$ cat config.mk
export PLATFORM = sky130hd
export DESIGN_NAME = plb_master_arbiter
export DESIGN_NICKNAME = d
export VERILOG_FILES = /design/src/rtl/plb_master_arbiter.sv
export SDC_FILE = /design/constraint.sdc
export NUM_CORES = 1
export LEC_CHECK = 0
export CAP_MARGIN = 0
export CORE_UTILIZATION = 36
export DETAILED_ROUTE_END_ITERATION = 16
export HOLD_SLACK_MARGIN = 0.05
export PLACE_DENSITY = 0.81
export SETUP_SLACK_MARGIN = 0.4
export SLEW_MARGIN = 5
export SYNTH_ARGS = -nofsm -noshare
export SYNTH_HDL_FRONTEND = slang
export SYNTH_SLANG_ARGS = --single-unit
$ cat constraint.sdc
create_clock -name PLB_clk -period 2.3 [get_ports PLB_clk]
set_input_delay 0.23 -clock PLB_clk [delete_from_list [all_inputs] [get_ports PLB_clk]]
set_output_delay 0.23 -clock PLB_clk [all_outputs]
set_load 0.01 [all_outputs]
$ cat src/rtl/plb_master_arbiter.sv
// Round-robin arbiter sharing one PLB IPIF single-beat master port between
// NUM_REQ requesters. Holds the grant from pick to completion, registers the
// command onto the bus, routes responses to the owner and aborts hung
// transactions after WATCHDOG_CYCLES.
module plb_master_arbiter #(
  parameter int unsigned NUM_REQ         = 2,
  parameter int unsigned C_MST_AWIDTH    = 32,
  parameter int unsigned C_MST_DWIDTH    = 32,
  parameter int unsigned WATCHDOG_CYCLES = 1024
) (
  input  logic                              PLB_clk,
  input  logic                              reset_n,
  input  logic [0:NUM_REQ-1]                req_rd,
  input  logic [0:NUM_REQ-1]                req_wr,
  input  logic [0:NUM_REQ*C_MST_AWIDTH-1]   req_addr,
  input  logic [0:NUM_REQ*C_MST_DWIDTH-1]   req_wdata,
  input  logic [0:NUM_REQ*C_MST_DWIDTH/8-1] req_be,
  output logic [0:NUM_REQ-1]                req_grant,
  output logic [0:NUM_REQ-1]                req_cmdack,
  output logic [0:NUM_REQ-1]                req_cmplt,
  output logic [0:NUM_REQ-1]                req_error,
  output logic [0:C_MST_DWIDTH-1]           req_rdata,
  output logic [0:NUM_REQ-1]                req_rd_src_rdy_n,
  output logic                              IP2Bus_MstRd_Req,
  output logic                              IP2Bus_MstWr_Req,
  output logic [0:C_MST_AWIDTH-1]           IP2Bus_Mst_Addr,
  output logic [0:C_MST_DWIDTH/8-1]         IP2Bus_Mst_BE,
  output logic [0:C_MST_DWIDTH-1]           IP2Bus_MstWr_d,
  output logic                              IP2Bus_Mst_Lock,
  output logic                              IP2Bus_Mst_Reset,
  input  logic                              Bus2IP_Mst_CmdAck,
  input  logic                              Bus2IP_Mst_Cmplt,
  input  logic                              Bus2IP_Mst_Error,
  input  logic                              Bus2IP_Mst_Rearbitrate,
  input  logic                              Bus2IP_Mst_Cmd_Timeout,
  input  logic [0:C_MST_DWIDTH-1]           Bus2IP_MstRd_d,
  input  logic                              Bus2IP_MstRd_src_rdy_n,
  input  logic                              Bus2IP_MstWr_dst_rdy_n
);

  localparam int unsigned IW = $clog2(NUM_REQ);
  localparam int unsigned CW = $clog2(WATCHDOG_CYCLES) + 1;
  localparam int unsigned BW = C_MST_DWIDTH / 8;

  localparam logic [1:0] StIdle  = 2'd0;
  localparam logic [1:0] StIssue = 2'd1;
  localparam logic [1:0] StWait  = 2'd2;
  localparam logic [1:0] StAbort = 2'd3;

  logic [1:0]              state_q, state_d;
  logic [IW-1:0]           owner_q, owner_d;
  logic [IW-1:0]           last_q, last_d;
  logic                    req_on_q, req_on_d;
  logic                    is_rd_q, is_rd_d;
  logic [0:C_MST_AWIDTH-1] addr_q, addr_d;
  logic [0:BW-1]           be_q, be_d;
  logic [0:C_MST_DWIDTH-1] wdata_q, wdata_d;
  logic [CW-1:0]           cnt_q, cnt_d;

  logic [0:NUM_REQ-1]      eligible;
  logic                    pick_vld;
  logic [IW-1:0]           pick_idx;
  logic [IW-1:0]           cand;
  logic                    ack_ok, cmplt_ok, abort, wd_expired;

  logic [0:C_MST_AWIDTH-1] addr_arr  [NUM_REQ];
  logic [0:C_MST_DWIDTH-1] wdata_arr [NUM_REQ];
  logic [0:BW-1]           be_arr    [NUM_REQ];

  // Single-beat commands hold write data stable, so dst_rdy needs no handling.
  logic unused_dst_rdy;
  assign unused_dst_rdy = Bus2IP_MstWr_dst_rdy_n;

  for (genvar g = 0; g < NUM_REQ; g++) begin : g_unpack
    assign addr_arr[g]  = req_addr[g*C_MST_AWIDTH +: C_MST_AWIDTH];
    assign wdata_arr[g] = req_wdata[g*C_MST_DWIDTH +: C_MST_DWIDTH];
    assign be_arr[g]    = req_be[g*BW +: BW];
  end

  assign eligible   = req_rd | req_wr;
  assign ack_ok     = (state_q == StIssue) & req_on_q & Bus2IP_Mst_CmdAck;
  // Cmplt in ISSUE only counts when it arrives together with the ack.
  assign cmplt_ok   = Bus2IP_Mst_Cmplt & ((state_q == StWait) | ack_ok);
  assign abort      = (state_q == StAbort);
  assign wd_expired = (cnt_q >= CW'(WATCHDOG_CYCLES - 1));

  // Round-robin pick: first eligible requester after the last owner.
  always_comb begin
    pick_vld = 1'b0;
    pick_idx = '0;
    cand     = '0;
    for (int unsigned k = 1; k <= NUM_REQ; k++) begin
      cand = IW'((32'(last_q) + k) % NUM_REQ);
      if (!pick_vld && eligible[cand]) begin
        pick_vld = 1'b1;
        pick_idx = cand;
      end
    end
  end

  // Next-state: arbitration, command latch, rearbitrate retry and watchdog.
  always_comb begin
    state_d  = state_q;
    owner_d  = owner_q;
    last_d   = last_q;
    req_on_d = req_on_q;
    is_rd_d  = is_rd_q;
    addr_d   = addr_q;
    be_d     = be_q;
    wdata_d  = wdata_q;
    cnt_d    = cnt_q;
    case (state_q)
      StIdle: begin
        if (pick_vld) begin
          state_d  = StIssue;
          owner_d  = pick_idx;
          req_on_d = 1'b1;
          is_rd_d  = req_rd[pick_idx];
          addr_d   = addr_arr[pick_idx];
          be_d     = be_arr[pick_idx];
          wdata_d  = wdata_arr[pick_idx];
          cnt_d    = '0;
        end
      end
      StIssue: begin
        cnt_d = cnt_q + 1'b1;
        if (cmplt_ok) begin
          state_d  = StIdle;
          last_d   = owner_q;
          req_on_d = 1'b0;
        end else if (wd_expired) begin
          state_d  = StAbort;
          req_on_d = 1'b0;
        end else if (ack_ok) begin
          state_d  = StWait;
          req_on_d = 1'b0;
        end else begin
          // Rearbitrate drops the request for exactly one cycle.
          req_on_d = !(req_on_q && Bus2IP_Mst_Rearbitrate);
        end
      end
      StWait: begin
        cnt_d = cnt_q + 1'b1;
        if (Bus2IP_Mst_Cmplt) begin
          state_d = StIdle;
          last_d  = owner_q;
        end else if (wd_expired) begin
          state_d = StAbort;
        end
      end
      default: begin
        state_d  = StIdle;
        last_d   = owner_q;
        req_on_d = 1'b0;
      end
    endcase
  end

  // State and command registers.
  always_ff @(posedge PLB_clk or negedge reset_n) begin
    if (!reset_n) begin
      state_q  <= StIdle;
      owner_q  <= '0;
      last_q   <= IW'(NUM_REQ - 1);
      req_on_q <= 1'b0;
      is_rd_q  <= 1'b0;
      addr_q   <= '0;
      be_q     <= '0;
      wdata_q  <= '0;
      cnt_q    <= '0;
    end else begin
      state_q  <= state_d;
      owner_q  <= owner_d;
      last_q   <= last_d;
      req_on_q <= req_on_d;
      is_rd_q  <= is_rd_d;
      addr_q   <= addr_d;
      be_q     <= be_d;
      wdata_q  <= wdata_d;
      cnt_q    <= cnt_d;
    end
  end

  // Route responses to the current owner only.
  always_comb begin
    req_grant        = '0;
    req_cmdack       = '0;
    req_cmplt        = '0;
    req_error        = '0;
    req_rd_src_rdy_n = '1;
    if (state_q != StIdle) begin
      req_grant[owner_q]        = 1'b1;
      req_cmdack[owner_q]       = ack_ok;
      req_cmplt[owner_q]        = cmplt_ok | abort;
      req_error[owner_q]        = (cmplt_ok & (Bus2IP_Mst_Error | Bus2IP_Mst_Cmd_Timeout)) | abort;
      req_rd_src_rdy_n[owner_q] = Bus2IP_MstRd_src_rdy_n;
    end
  end

  assign req_rdata        = Bus2IP_MstRd_d;
  assign IP2Bus_MstRd_Req = req_on_q & is_rd_q;
  assign IP2Bus_MstWr_Req = req_on_q & ~is_rd_q;
  assign IP2Bus_Mst_Addr  = addr_q;
  assign IP2Bus_Mst_BE    = be_q;
  assign IP2Bus_MstWr_d   = wdata_q;
  assign IP2Bus_Mst_Lock  = 1'b0;
  assign IP2Bus_Mst_Reset = abort;

endmodule
Yosys cells after proc, flatten, opt, wreduce, memory -nomap -nowiden
Cells that the tools add are included.

operators by class
  add/sub/neg operators = 3
  magnitude comparators = 6
  eq/ne operators = 8
  muxes and demuxes = 46
  bitwise operators = 23
  reduce and logical (&&, ||, !) cells = 14

operators by type and width
  kind                                                    number
  2-to-1 mux 32 bit                                       6
  2-to-1 mux 2 bit                                        11
  one-hot mux 11 bit (2 select lines)                     1
  2-to-1 mux 1 bit                                        20
  2-to-1 mux 4 bit                                        3
  adder 11 x 1 -> 11 bit (second input constant)          1
  >= comparator 11 x 10 -> 1 bit (second input constant)  1
  2-to-1 mux 11 bit                                       1
  >= comparator 2 bit (second input constant)             4
  NOT 1 -> 2 bit                                          4
  AND 1 bit                                               6
  AND 2 bit                                               3
  != test 2 bit (second input constant)                   3
  one-hot mux 1 bit (3 select lines)                      2
  one-hot mux 2 bit (3 select lines)                      1
  AND reduction 2 bit                                     3
  AND reduction 3 bit                                     2
  equality test 2 bit (second input constant)             2
  != test 4 bit (second input constant)                   1
  bitwise OR 1 bit                                        4
  bitwise OR 2 bit                                        2
  nonzero test 2 bit                                      2
  logical AND 1 bit                                       3
  != test 3 bit (second input constant)                   1
  9 further kinds                                         13

storage, ports and cells
  register bits = 85
  output and inout port bits = 114
  logic and storage cells = 109

Longest topological paths before layout
Gate-level depths: netlist of the first run.

  depth in word-level cells = 13
  gate-level depth with buffers = 8
  gate-level depth less buffers = 6

Least setup slack after synthesis of the first run
OpenSTA, ideal clock, no wires.

  path kind = reg2reg
  from = register state_q[0]
  to = register cnt_q[7]
  arrival time = 1.850 ns
  path slack = 0.373 ns
  cell stages (with the launch flop) = 8
  path buffers = 1
  period minus slack after synthesis = 1.927 ns
  cells stage by stage = dfrtp_1 > inv_1 > ha_1 > clkbuf_2 > nor2_1 > a211o_1 > or4_1 > a21oi_1

on the way
  cells in the longest elaborated chain, start to end = 4
  elaborated cells between the ends (all ways) = 8
  those cells by class = 3 x eq/ne; 1 x mux; 4 x reduce/logical

RTL lines
  item                                                                        line  source
  start, declared                                                             50    logic [1:0] state_q, state_d;
  start signal, assigned                                                      162   state_q <= StIdle;
  start signal, assigned                                                      172   state_q <= state_d;
  equality test 2 x 1 -> 1 bit / equality test 2 bit (equally long branches)  112   case (state_q)
  OR reduction 2 bit (no line)                                                --
  nonzero test 2 bit (no line)                                                --
  AND reduction 2 bit (no line)                                               --
  end signal, assigned                                                        180   cnt_q <= cnt_d;
  end, declared                                                               58    logic [CW-1:0] cnt_q, cnt_d;

Parallel ways exist; a longest one is shown, timed or not.
A chain may end at the register's enable or synchronous reset.

Worst setup path in the final report of the first run
  from = register state_q[0]
  to = output req_error[0] (netlist name)

on the way
  cells in the longest elaborated chain, start to end = 9
  elaborated cells between the ends (all ways) = 12
  those cells by class = 3 x eq/ne; 1 x mux; 7 x bitwise; 1 x reduce/logical

RTL lines
  item                          line  source
  equality test 2 x 1 -> 1 bit  81    assign ack_ok = (state_q == StIssue) & req_on_q & Bus2IP_Mst_CmdAck;
  AND 1 bit (2 in a row)        81
  bitwise OR 1 bit              83    assign cmplt_ok = Bus2IP_Mst_Cmplt & ((state_q == StWait) | ack_ok);
  AND 1 bit                     83
  AND 1 bit                     195   req_error[owner_q] = (cmplt_ok & (Bus2IP_Mst_Error | Bus2IP_Mst_Cmd_Timeout)) | abort;
  bitwise OR 1 bit              195
  AND 2 bit (no line)           --
  2-to-1 mux 2 bit *            191   if (state_q != StIdle) begin
  end, declared                 21    output logic [0:NUM_REQ-1] req_error,

Mark *: on every way between the ends. The rest lies on a longest branch, timed or not.

==> impl_metrics.ini, run 1 <==
[outcome]
status = complete, no violations

[grt]
grt-ovfl-total = 0
antenna_found_initial = 0
grt_pass1_wl_um = 19600
grt_max_degree = 58
grt_pass1_vias = 4079
track_usage_pct = 19.4

[logic_synthesis]
ys_warn_count = 0
synthCells = 456
ys_seq_area_share_pct = 47.7
synthDistinctLibCells = 48
ys_ff_latch = 85
syn_area_mm2 = 0.00447
synth_nets = 642
avgSynthCellArea_um2 = 9.79

[critical_path]
critPathTopFamily = flip-flops
crit_fanout = 3
cp-start-kind = register
critical_path_class = reg -> out
path_cells = buf_6, ha_4, a31o_4, a21oi_4, or2_4, nor3_2, buf_2
worst_path_max_delay_cell = dfrtp_1
cp_num_buf_inv = 2
crit_arrival_ns = 1.76
critPathCaptureType = output pin
cp.required_ns = 2.07
max_stage_delay_ns = 0.41

[flow_run]
max-cap-violations = 0

[route]
antenna_left = 0
vias_per_cell = 4.85
drc_errors = 0
first_iter_violations = 132
routed_wl_um = 12300
wl_per_cell_um = 14.7
dr.pass1.iters = 4
vias = 4054

[hold_path]
hold_path.class = in -> async

[clock_network]
clk_pin_slew_worst_paths_ns = 0.06
worstSkewPairLatency_ns = 0.33
h-tree-depth = 3
clock-sinks = 85
cts_tree = done
max-clock-path-buffers = 2
cts-root-buf = clkbuf_16
cts_buffers = 9

[pwr]
irDropWorstVdd_uv = 446
p_leak_nw = 3.14
power_density_mw_per_mm2 = 1190
finalPower_w = 0.00861

[floorplan]
ios = 295
dieArea_mm2 = 0.0129
initial_core_util_pct = 37.0
rows = 40
die_y_um = 113
die_w_um = 113
core_area_mm2 = 0.0121

[final_layout]
drive_gt1_share_pct = 11.2
final_nets = 849
layout_commonest_cell = clkdlybuf4s50_1
utilization_pct = 60.1
areaGrowthSynthToFinish_pct = 62.4
diodes = 0
layout_common_cells = clkdlybuf4s50_1, dfrtp_1, nand2_1, o21ai_0, mux2i_1

[timing]
tightest_slew_ns = 0.581
hold_violations = 0
slew_violations = 0
relSlewSlack_pct = 61.3
min_period_ns = 1.99
holdWs_ns = 0.453
rsz0062_at_grt = true
fin_worst_skew_ns = 0.00924
finalCritPeriodShare_pct = 86.5
fmax_mhz = 503
setup_viol_count_final = 0
setup_tns_ns = 0

[place]
place_congestion = 0.793
dpl.hpwl_um = 9220
numPortBuffers = 228
[worst paths after layout]
path / from / to / slack, ns / cells after the start
worst max-delay path: state_q[0]$_DFFE_PN0P_ / req_error[0] / 0.31 / 7
worst min-delay path: reset_n / owner_q$_DFFE_PN0P_ / 0.45 / 2
worst max register to register: state_q[1]$_DFFE_PN0P_ / cnt_q[7]$_DFFE_PN0P_ / 0.43 / 7
worst min register to register: IP2Bus_MstWr_d[7]$_DFFE_PN0P_ / IP2Bus_MstWr_d[7]$_DFFE_PN0P_ / 0.47 / 2
max in group asynchronous: reset_n / IP2Bus_MstWr_d[13]$_DFFE_PN0P_ / 1.21 / 3
min in group PLB_clk: Bus2IP_MstRd_d[18] / req_rdata[18] / 0.46 / 0
[layer usage]
metal,track usage [%],wire [um],vias up
met5,0,0,-
met4,8.16,342,0
met3,6.43,902,36
met2,34.6,6360,176
met1,21.2,4690,1880
li1,-,-,1962
[cell families after synthesis]
kind of cell	Yosys count	synth area share [%]
muxes	70	15.7
xor gates and xnor gates	5	0.981
DFF	85	47.7
other	1	0.0840
and+or+nand+nor	121	11.6
AOI/OAI and AO/OA	104	13.7
buffers and inverters	65	8.83
adders and majority gates	5	1.40
[state kept, by name, indices dropped and copies added, names as in the netlist]
register	count
owner_q	1
IP2Bus_MstWr_d	32
req_on_q	1
is_rd_q	1
cnt_q	11
last_q	1
IP2Bus_Mst_Addr	32
state_q	2
IP2Bus_Mst_BE	4
[timing repair]
action	4_1_cts	5_1_grt
resized for setup	35	20
pin swaps	4	6
hold endpoints to repair	40	0
setup buffers	6	5
hold buffers	1	0
endpoints found under the setup margin	68	55
[per-stage QoR]
step / setup slack (ns) / cell area [um2] / std cells
2_1_floorplan: 0.414 / 4470 / 456
3_3_place_gp: 0.132 / 6780 / 808
3_5_place_dp: 0.0640 / 6780 / 808
4_1_cts: 0.309 / 7150 / 831
5_1_grt: 0.255 / 7250 / 836
6_report: 0.311 / 7250 / 836
[where the power goes]
part / switching (W) / internal (W) / leakage, nW
Sequential: 0.000411 / 0.00219 / 1.05
Clock: 0.000578 / 0.000866 / 0.140
Combinational: 0.00213 / 0.00244 / 1.95
[cells in the mapped netlist (all sizes together)]
library cell	n	area, um2
nand3	3	15.0
a21o	2	15.0
or4	2	15.0
a31o	1	8.76
ha	5	62.6
o32a	1	10.0
o21ai	74	370
a211o	2	17.5
conb	1	3.75
mux2i	69	691
a31oi	1	6.26
xor2	2	17.5
o211ai	1	7.51
o41ai	1	27.5
nand2b	2	12.5
inv	6	22.5
mux2	1	11.3
clkbuf	14	53.8
nor3	6	30.0
a2bb2oi	1	8.76
a21oi	7	35.0
a22o	1	8.76
dfstp	1	26.3
o2bb2ai	1	8.76
o221ai	1	8.76
and2	1	6.26
o21a	1	7.51
a32o	1	10.0
nor2	14	55.1
xnor2	3	26.3
o22ai	1	6.26
a211oi	3	22.5
a2111oi	2	17.5
nand2	82	308
buf	45	318
nand4	2	12.5
o31ai	2	15.0
nor4	1	12.5
or2	2	12.5
or3	2	12.5
nand4b	1	8.76
nor2b	3	18.8
dfrtp	84	2100
[layout make-up]
cell class / instances / area [um2]
clock buffers: 10 / 239
clock inverters: 6 / 62.6
fillers: 1020 / 4810
inverters: 6 / 22.5
multi-input cells: 306 / 2050
flip-flops and latches: 85 / 2130
well taps: 168 / 210
repair buffers: 255 / 2540
No activity file was read; power rests on OpenSTA's default activity.
==> run 2: changes to the inputs <==
==> constraint.sdc (replaced) <==
create_clock -name PLB_clk -period 2.3 [get_ports PLB_clk]
set_input_delay 0.46 -clock PLB_clk [delete_from_list [all_inputs] [get_ports PLB_clk]]
set_output_delay 0.46 -clock PLB_clk [all_outputs]
set_load 0.01 [all_outputs]
==> run 2 against run 1 <==
Utilization up 2.8 points. Clock power down 8%. Design area rose by 4.6%. Sequential power about the same. Critical path depth did not move. Routed wire length is 14% higher. Maximum frequency fell by 7.0%. Worst hold slack lost 0.35 ns. Non-clock buffer count increased by 26. Power grew 6.9%. Count of clock-buffer cells in the layout up 3. Largest cell class unchanged.
==> impl_metrics.ini, run 2 (same netlist as run 1, synthesis figures left out) <==
[critical_path]
r2r_start = state_q[1]$_DFFE_PN0P_
cp.required_ns = 1.84
critical_path_class = reg -> out
ff2ff_path_depth = 8
cp-startpoint = state_q[1]$_DFFE_PN0P_
r2r_setup_slack_ns = 0.42
crit_fanout = 2
cp-start-kind = register
crit_arrival_ns = 1.68
critPathCaptureType = output pin
rr_endpoint = cnt_q[7]$_DFFE_PN0P_

[outcome]
status = complete, no violations

[grt]
grt_pass1_vias = 4358
grt_max_degree = 46
antenna_found_initial = 0
grt-ovfl-total = 0
track_usage_pct = 21.2
grt_pass1_wl_um = 21400

[clock_network]
clock-sinks = 85
cts_buffers = 9
h-tree-depth = 3
worstSkewPairLatency_ns = 0.33
cts_tree = done
cts-root-buf = clkbuf_16
clk_pin_slew_worst_paths_ns = 0.06
max-clock-path-buffers = 2

[timing]
fin_worst_skew_ns = 0.00529
tightest_slew_ns = 0.537
setup_ws_ns = 0.162
setup_viol_count_final = 0
min_period_ns = 2.14
slew_violations = 0
finalCritPeriodShare_pct = 92.9
rsz0062_at_grt = true
fmax_mhz = 468
hold_violations = 0
relSlewSlack_pct = 64.2

[final_layout]
drive_gt1_share_pct = 15.0
areaGrowthSynthToFinish_pct = 69.9
utilization_pct = 62.9
final_nets = 875
layout_common_cells = clkdlybuf4s50_1, dfrtp_1, nand2_1, mux2i_1, o21ai_0
diodes = 0
layout_commonest_cell = clkdlybuf4s50_1

[floorplan]
initial_core_util_pct = 37.0
ios = 295
dieArea_mm2 = 0.0129
die_w_um = 113
core_area_mm2 = 0.0121
die_y_um = 113
rows = 40

[pwr]
p_clk_share_pct = 14.3
irDropWorstVdd_uv = 559
p_int_w = 0.00586
p_comb_share_pct = 57.3
p_switching_w = 0.00335
power_density_mw_per_mm2 = 1210
p_sw_share_pct = 36.4
p_leak_nw = 3.34
power_frac_seq_pct = 28.4

[route]
dr.pass1.iters = 4
wl_per_cell_um = 16.3
antenna_left = 0
vias_per_cell = 4.90
routed_wl_um = 14000
drc_errors = 0
vias = 4215
first_iter_violations = 187

[place]
pre_cts_ws_ns = -0.289
dpl.hpwl_um = 9920
numPortBuffers = 228
place_congestion = 0.808

[hold_path]
hold_path.class = in -> async

[flow_run]
max-cap-violations = 0
-- run 2: cell types whose count changed in the layout (fill, tap and decap cells not counted), moves of 4 or more --
cell,previous run,this run
buf_4,17,32
o21ai_1,0,5
o21ai_0,74,68
clkdlybuf4s50_1,217,211
buf_6,4,8
-- run 2: worst max-delay path: stages, from the launching register on --
cell	delay (ns)
dfrtp_1	0.39
buf_6	0.13
ha_4	0.15
a31o_4	0.21
a21oi_4	0.13
or2_4	0.14
nor3_2	0.03
buf_2	0.15
-- run 2: how the worst max path moves through the flow --
stage                     to  slack (ns)  depth (start not counted)
3_3_place_gp    req_error[0]       -0.27                          6
5_1_grt         req_error[0]         0.1                          7
4_1_cts         req_error[0]        0.17                          7
6_report        req_error[0]        0.16                          7
3_5_place_dp    req_error[0]       -0.29                          6
2_1_floorplan  req_cmdack[0]        0.41                          5
-- run 2: final cells by class --
type / instances / area, um2
clock inverter: 2 / 10.0
timing repair buffer: 281 / 2890
multi-input combinational: 306 / 2070
tap: 168 / 210
fill: 955 / 4470
sequential: 85 / 2130
clock buffer: 13 / 250
inverter: 6 / 25.0
-- run 2: repair_timing --
action | CTS | global route
setup endpoints to repair | 43 | 75
setup buffers | 10 | 4
gates resized for setup | 74 | 19
cloned | 2 | 3
hold buffers | 0 | 0
pin swaps | 12 | 3
-- run 2: per-stage QoR --
step	hold WS [ns]	cell area, um2	setup TNS [ns]	total power [W]	std cells
after floorplan	0.164	4470	0	0.00478	456
after global placement	0.461	6940	-0.777	0.00702	827
after detailed placement	0.470	6940	-0.903	0.00721	827
after CTS	0.119	7410	0	0.00897	854
after global routing	0.132	7590	0	0.00980	861
final	0.102	7590	0	0.00921	861
-- run 2: metal layers --
metal	vias to the layer above	GRT usage (%)	wire (um)
met1	1991	22.8	5390
li1	2010	-	-
met3	28	6.96	1130
met5	-	0	0
met2	186	38.4	7260
met4	0	8.16	261
-- run 2: power by group through the flow --
| stage | registers [W] | logic (W) | clock network, W |
|---|---|---|---|
| 2_1_floorplan | 0.00285 | 0.00192 | 0 |
| 3_3_place_gp | 0.00257 | 0.00446 | 0 |
| 3_5_place_dp | 0.00262 | 0.00459 | 0 |
| 4_1_cts | 0.00261 | 0.00501 | 0.00135 |
| 5_1_grt | 0.00270 | 0.00569 | 0.00141 |
| 6_report | 0.00261 | 0.00527 | 0.00132 |
